## src/rtl/multicycle_control.sv

```systemverilog
// multicycle_control: control FSM for a multi-cycle MIPS datapath with a
// shared ALU, a single memory port and a variable-latency memory handshake.
//
// Ports:
//   clk, rst_n         clock, asynchronous active-low reset
//   Opcode             IR[31:26], valid from DECODE onward
//   Zero, AluResMsb    ALU flags for branch evaluation
//   mem_ready          memory completes the current request this cycle
//   PCWr, PCSrc        PC write enable / source select
//   IorD, MemRd, MemWr memory address select and requests
//   IRWr               instruction register load
//   RegDst, RegWr,
//   MemtoReg           register file write controls
//   ExtOp, AluSrcA,
//   AluSrcB, AluOp     ALU operand / operation controls
//   instr_done         one-cycle pulse when an instruction retires
//   fault              00 none, 01 illegal opcode, 10 memory timeout (sticky)
module multicycle_control #(
    parameter int MEM_TIMEOUT = 16,
    parameter int CNT_W       = 5
) (
    input  logic       clk,
    input  logic       rst_n,
    input  logic [5:0] Opcode,
    input  logic       Zero,
    input  logic       AluResMsb,
    input  logic       mem_ready,
    output logic       PCWr,
    output logic [1:0] PCSrc,
    output logic       IorD,
    output logic       MemRd,
    output logic       MemWr,
    output logic       IRWr,
    output logic       RegDst,
    output logic       RegWr,
    output logic       MemtoReg,
    output logic       ExtOp,
    output logic       AluSrcA,
    output logic [1:0] AluSrcB,
    output logic [1:0] AluOp,
    output logic       instr_done,
    output logic [1:0] fault
);

    localparam logic [5:0] OP_R    = 6'b000000;
    localparam logic [5:0] OP_ADDI = 6'b001000;
    localparam logic [5:0] OP_LW   = 6'b100011;
    localparam logic [5:0] OP_SW   = 6'b101011;
    localparam logic [5:0] OP_BEQ  = 6'b000100;
    localparam logic [5:0] OP_BNE  = 6'b000101;
    localparam logic [5:0] OP_BGTZ = 6'b000111;

    localparam logic [1:0] F_NONE    = 2'b00;
    localparam logic [1:0] F_ILLEGAL = 2'b01;
    localparam logic [1:0] F_TIMEOUT = 2'b10;

    // Last wait count still allowed; a miss here times out.
    localparam logic [CNT_W-1:0] CNT_LAST = CNT_W'(MEM_TIMEOUT - 1);

    typedef enum logic [3:0] {
        S_FETCH,
        S_DECODE,
        S_EXEC_R,
        S_WB_R,
        S_EXEC_I,
        S_WB_I,
        S_ADDR,
        S_MEM_RD,
        S_WB_MEM,
        S_MEM_WR,
        S_BRANCH,
        S_HALT
    } state_t;

    state_t           state_q, state_d;
    logic [CNT_W-1:0] cnt_q, cnt_d;
    logic [1:0]       fault_q, fault_d;

    // Next-state, wait counter and fault logic
    always_comb begin
        state_d = state_q;
        cnt_d   = '0;
        fault_d = fault_q;
        unique case (state_q)
            S_FETCH, S_MEM_RD, S_MEM_WR: begin
                if (mem_ready) begin
                    unique case (state_q)
                        S_FETCH:  state_d = S_DECODE;
                        S_MEM_RD: state_d = S_WB_MEM;
                        default:  state_d = S_FETCH;
                    endcase
                end else if (cnt_q == CNT_LAST) begin
                    state_d = S_HALT;
                    fault_d = F_TIMEOUT;
                end else begin
                    cnt_d = cnt_q + CNT_W'(1);
                end
            end
            S_DECODE: begin
                unique case (Opcode)
                    OP_R:    state_d = S_EXEC_R;
                    OP_ADDI: state_d = S_EXEC_I;
                    OP_LW,
                    OP_SW:   state_d = S_ADDR;
                    OP_BEQ,
                    OP_BNE,
                    OP_BGTZ: state_d = S_BRANCH;
                    default: begin
                        state_d = S_HALT;
                        fault_d = F_ILLEGAL;
                    end
                endcase
            end
            S_EXEC_R: state_d = S_WB_R;
            S_EXEC_I: state_d = S_WB_I;
            S_ADDR:   state_d = (Opcode == OP_SW) ? S_MEM_WR : S_MEM_RD;
            S_WB_R,
            S_WB_I,
            S_WB_MEM,
            S_BRANCH: state_d = S_FETCH;
            S_HALT:   state_d = S_HALT;
            default:  state_d = S_HALT;
        endcase
    end

    always_ff @(posedge clk or negedge rst_n) begin
        if (!rst_n) begin
            state_q <= S_FETCH;
            cnt_q   <= '0;
            fault_q <= F_NONE;
        end else begin
            state_q <= state_d;
            cnt_q   <= cnt_d;
            fault_q <= fault_d;
        end
    end

    // Outputs decode from state; PCWr/IRWr/instr_done have Mealy terms.
    // Holding rst_n low forces every enable off without waiting for a clock.
    always_comb begin
        PCWr       = 1'b0;
        PCSrc      = 2'b00;
        IorD       = 1'b0;
        MemRd      = 1'b0;
        MemWr      = 1'b0;
        IRWr       = 1'b0;
        RegDst     = 1'b0;
        RegWr      = 1'b0;
        MemtoReg   = 1'b0;
        ExtOp      = 1'b0;
        AluSrcA    = 1'b0;
        AluSrcB    = 2'b00;
        AluOp      = 2'b00;
        instr_done = 1'b0;
        if (rst_n) begin
            unique case (state_q)
                S_FETCH: begin
                    MemRd   = 1'b1;
                    AluSrcB = 2'b01;
                    IRWr    = mem_ready;
                    PCWr    = mem_ready;
                end
                S_DECODE: begin
                    AluSrcB = 2'b11;
                    ExtOp   = 1'b1;
                end
                S_EXEC_R: begin
                    AluSrcA = 1'b1;
                    AluOp   = 2'b10;
                end
                S_WB_R: begin
                    RegDst     = 1'b1;
                    RegWr      = 1'b1;
                    instr_done = 1'b1;
                end
                S_EXEC_I, S_ADDR: begin
                    AluSrcA = 1'b1;
                    AluSrcB = 2'b10;
                    ExtOp   = 1'b1;
                end
                S_WB_I: begin
                    RegWr      = 1'b1;
                    instr_done = 1'b1;
                end
                S_MEM_RD: begin
                    MemRd = 1'b1;
                    IorD  = 1'b1;
                end
                S_WB_MEM: begin
                    RegWr      = 1'b1;
                    MemtoReg   = 1'b1;
                    instr_done = 1'b1;
                end
                S_MEM_WR: begin
                    MemWr      = 1'b1;
                    IorD       = 1'b1;
                    instr_done = mem_ready;
                end
                S_BRANCH: begin
                    AluSrcA    = 1'b1;
                    AluOp      = 2'b01;
                    PCSrc      = 2'b01;
                    instr_done = 1'b1;
                    unique case (Opcode)
                        OP_BEQ:  PCWr = Zero;
                        OP_BNE:  PCWr = !Zero;
                        OP_BGTZ: PCWr = !Zero && !AluResMsb;
                        default: PCWr = 1'b0;
                    endcase
                end
                default: ;
            endcase
        end
    end

    assign fault = fault_q;

endmodule
```

## config.mk

```make
export PLATFORM = sky130hd
export DESIGN_NAME = multicycle_control
export DESIGN_NICKNAME = d
export VERILOG_FILES = /design/src/rtl/multicycle_control.sv
export SDC_FILE = /design/constraint.sdc
export NUM_CORES = 1
export LEC_CHECK = 0
export ABC_AREA = 1
export CAP_MARGIN = 20
export CORE_ASPECT_RATIO = 1.2
export CORE_UTILIZATION = 47
export CTS_BUF_LIST = sky130_fd_sc_hd__clkbuf_8
export DETAILED_ROUTE_END_ITERATION = 10
export GPL_TIMING_DRIVEN = 0
export PLACE_DENSITY = 0.82
export SKIP_CTS_REPAIR_TIMING = 1
export SYNTH_ARGS = -nofsm -noshare
export SYNTH_HDL_FRONTEND = slang
export SYNTH_SLANG_ARGS = --single-unit
```

## constraint.sdc

```tcl
create_clock -name clk -period 1.75 [get_ports clk]
set_clock_uncertainty 0.05 [all_clocks]
set_input_delay 0.2625 -clock clk [delete_from_list [all_inputs] [get_ports clk]]
set_output_delay 0.2625 -clock clk [all_outputs]
set_load 0.1 [all_outputs]
```

==> impl_results.md <==
* Status: complete, but fails checks
* Failing checks: setup timing
* Buf+Inv Stages, Crit Path at 2
* Aggregate global routing overflow at 0
* Die Span Y at 50.03 um
* DPL Wire Length at 1.937 mm
* Core Region at 1829 um2
* First-pass GRT wire length at 4.167 mm
* RSZ-0062 raised after global routing: true
* Antenna Cells at 0
* Worst Tran Pin Value at 0.9621 ns
* Setup TNS at -2.346 ns
* Number of DRC markers in iteration 0 at 67
* Seq/Total Area, Yosys at 30.47%
* Initial Utilization at 49.38%
* CP Capture Type: primary output
* Ports at 30
* Max VDD drop at 1.576 mV
* Total Routing Usage GR at 25.51%
* Worst EP required at 1.44 ns
* Largest net degree at the start of global routing at 13
* CTS tree: done
* Synth-to-layout area growth at 85.73%
* Worst hold path type: reg -> reg
* Vias in the first global route at 1031
* Max-slew violations at 0
* Critical Path Slowest Stage Cell: dfrtp_2
* Synth Area per Inst at 6.187 um2
* Share of the synthesized area in the top cell type at 30.47%
* Clock sink count at 11
* Placed cell area at 1383 um2
* Mapped Nets at 158
* Post-synthesis register bit count at 11
* Startpoint Class: flip-flop
* Fmax at 0.4898 GHz
* Largest family of logic cells by synthesized area: simple AND/OR/NAND/NOR gates
* CTS Root Cell: clkbuf_8
* Post-Synth XOR/XNOR Area at 0.9695%
* Worst EP arrival at 1.73 ns
* H-tree depth at 1
* Final WS setup at -0.2917 ns
* Fin crit period at 2.042 ns
* Pleak at 0.8414 nW
* Synth Area in Adders at 1.385%
* # rows at 17
* Initial antenna violation count at 0
* Max stage delay on crit path at 0.49 ns
* Post-synthesis mux area share at 0%
* WL per Instance at 18.64 um
* Pwr Density at 1863 nW/um2
* Routed vias at 1209
* Ys async rst share at 100.0%
* Area leader, netlist: dfrtp_1
* RePlAce Congestion at 0.8955
* Max_cap viols at 0
* Primary FF master, synth: dfrtp_1
* Synth Instances at 146
* # port buffers at 28
* Ys Warns at 0
* Clock Latency Late Sink at 0.24 ns
* CP max FO at 6
* Kind of critical path: reg -> out
* Die area at 2102 um2
* Drt pass-1 iters at 4
* Die width at 42.02 um
* Layout cells sized above 1 at 47.06%
* CP delay by family, top: simple AND/OR/NAND/NOR gates
* Ratio of final minimum period to clock period at 116.7%
* Cell Chain, Critical Path: inv_4 -> nor2_4 -> nand2_4 -> nor2_4 -> nand2_1 -> nor2_2 -> o21ai_2 -> nand2_8 -> buf_12
* Mapped Area at 903.4 um2
* Final net count at 200
* Clk slew on worst S/H paths at 0.05 ns
* Detailed Route WL at 3.840 mm
* Relative slew slack at 35.76%
* Total CTS buffers at 3
* Simple-gate share of the synthesized area at 42.80%
* Most used cell, CP: nor2_4
* Final hold viol count at 0
* Final setup violation count at 17
* Post-synth EDFFs at 0
* Synth unique cells at 24
* Design area at 1678 um2
* Antenna Nets Post-Route at 0
* Average vias per placed instance at 5.869
* Area contributors post-synth: dfrtp_1, nand2_1, nor2_1
* Remaining DRCs at 0
* CTS max path bufs at 2
* Post-synthesis compound-gate area fraction at 12.33%
* Total power at 0.003125 W
-- tightest hold or removal path: stages (launching register included) --
cell and delay (ns):
dfrtp_1 0.34, nand2_1 0.06, nand2_1 0.05
-- cell type report --
cell class                 instances  area, um2
buffer                             2      15.01
clock buffer                       3      41.29
clock inverter                     1      3.754
fill                              74      151.4
inverter                          25      100.1
multi-input combinational        108      764.5
sequential                        11      280.3
tap                               19      23.77
timing repair buffer              37      449.2
-- placed cells by master (no fill, tap or decap), types with 2 or more instances in the layout --
cell type        Yosys  layout
clkbuf_8             0       3
nor3_4               0       3
inv_2                7      11
nor2_2               2       6
inv_1               18      13
buf_12               0       9
nor2_4               1       8
clkbuf_4             0       3
dfrtp_2              0       4
dlymetal6s2s_1       0       2
nand2_2              5       4
nand3_1             10      10
buf_8                0       3
buf_4                1      10
clkdlybuf4s50_1      0       9
o21ai_0              4       2
nand2_1             38      33
a21oi_4              0       5
nand2_4              0       5
nor2_1              23      12
a21oi_1             11       5
dfrtp_1             11       7
o21ai_2              0       2
-- cell usage after synthesis (2+ instances only) --
cell type / instances
nor2_2: 2
o21ai_1: 2
nand3_1: 10
nand2_2: 5
nand2_1: 38
nor3_1: 3
dfrtp_1: 11
inv_1: 18
nor2_1: 23
a21oi_1: 11
o21ai_0: 4
inv_2: 7
-- power breakdown --
part	switching, W	leakage [nW]	internal, W	total, W
sequential	0.000124	0.138	0.000338	0.000463
clock	0.000101	0.0269	0.000154	0.000256
combinational	0.00170	0.677	0.000705	0.00241
-- per-stage QoR --
step,hold slack (ns),instances,worst slack (ns),utilization (%)
final,0.4276,206,-0.2917,91.72
after CTS,0.3225,197,-1.741,78.04
after global routing,0.4449,206,-0.3566,91.72
after global placement,0.3969,193,-1.709,75.58
after floorplan,-0.08309,146,-0.4731,-
after detailed placement,0.4073,193,-1.724,75.58
-- sequential cells by signal, indices dropped and copies added, names as in the netlist --
| register | flops |
|---|---|
| cnt_q | 5 |
| fault | 2 |
| state_q | 4 |
-- layer usage --
layer / track usage, % / part of all wire [%] / vias up
li1: - / - / 536
met1: 28.41 / 36 / 583
met2: 47.40 / 53 / 67
met3: 3.663 / 6.6 / 23
met4: 10.94 / 4.5 / 0
met5: 0 / 0 / -
-- cell families (layout without fill, tap and decap cells) --
family / Yosys count / count (layout)
fa+ha+maj: 1 / 1
xor+xnor: 1 / 1
compound gates: 20 / 20
buf+inv: 27 / 68
flops: 11 / 11
simple gates: 85 / 85
other cells: 1 / 1
-- path summary, 6_finish.rpt --
check,slack (ns),to,startpoint,cells past startpoint
worst max register to register,-0.27,state_q[1]$_DFFE_PN0P_,state_q[0]$_DFFE_PN0P_,8
worst min register to register,0.43,fault[0]$_DFFE_PN0P_,fault[0]$_DFFE_PN0P_,2
min in group asynchronous,0.52,fault[1]$_DFFE_PN0P_,rst_n,2
worst min-delay path,0.43,fault[0]$_DFFE_PN0P_,fault[0]$_DFFE_PN0P_,2
worst max-delay path,-0.29,PCWr,state_q[3]$_DFFE_PN0P_,9
max in group asynchronous,0.76,state_q[3]$_DFFE_PN0P_,rst_n,2
Power figures use the tool's default switching activity.
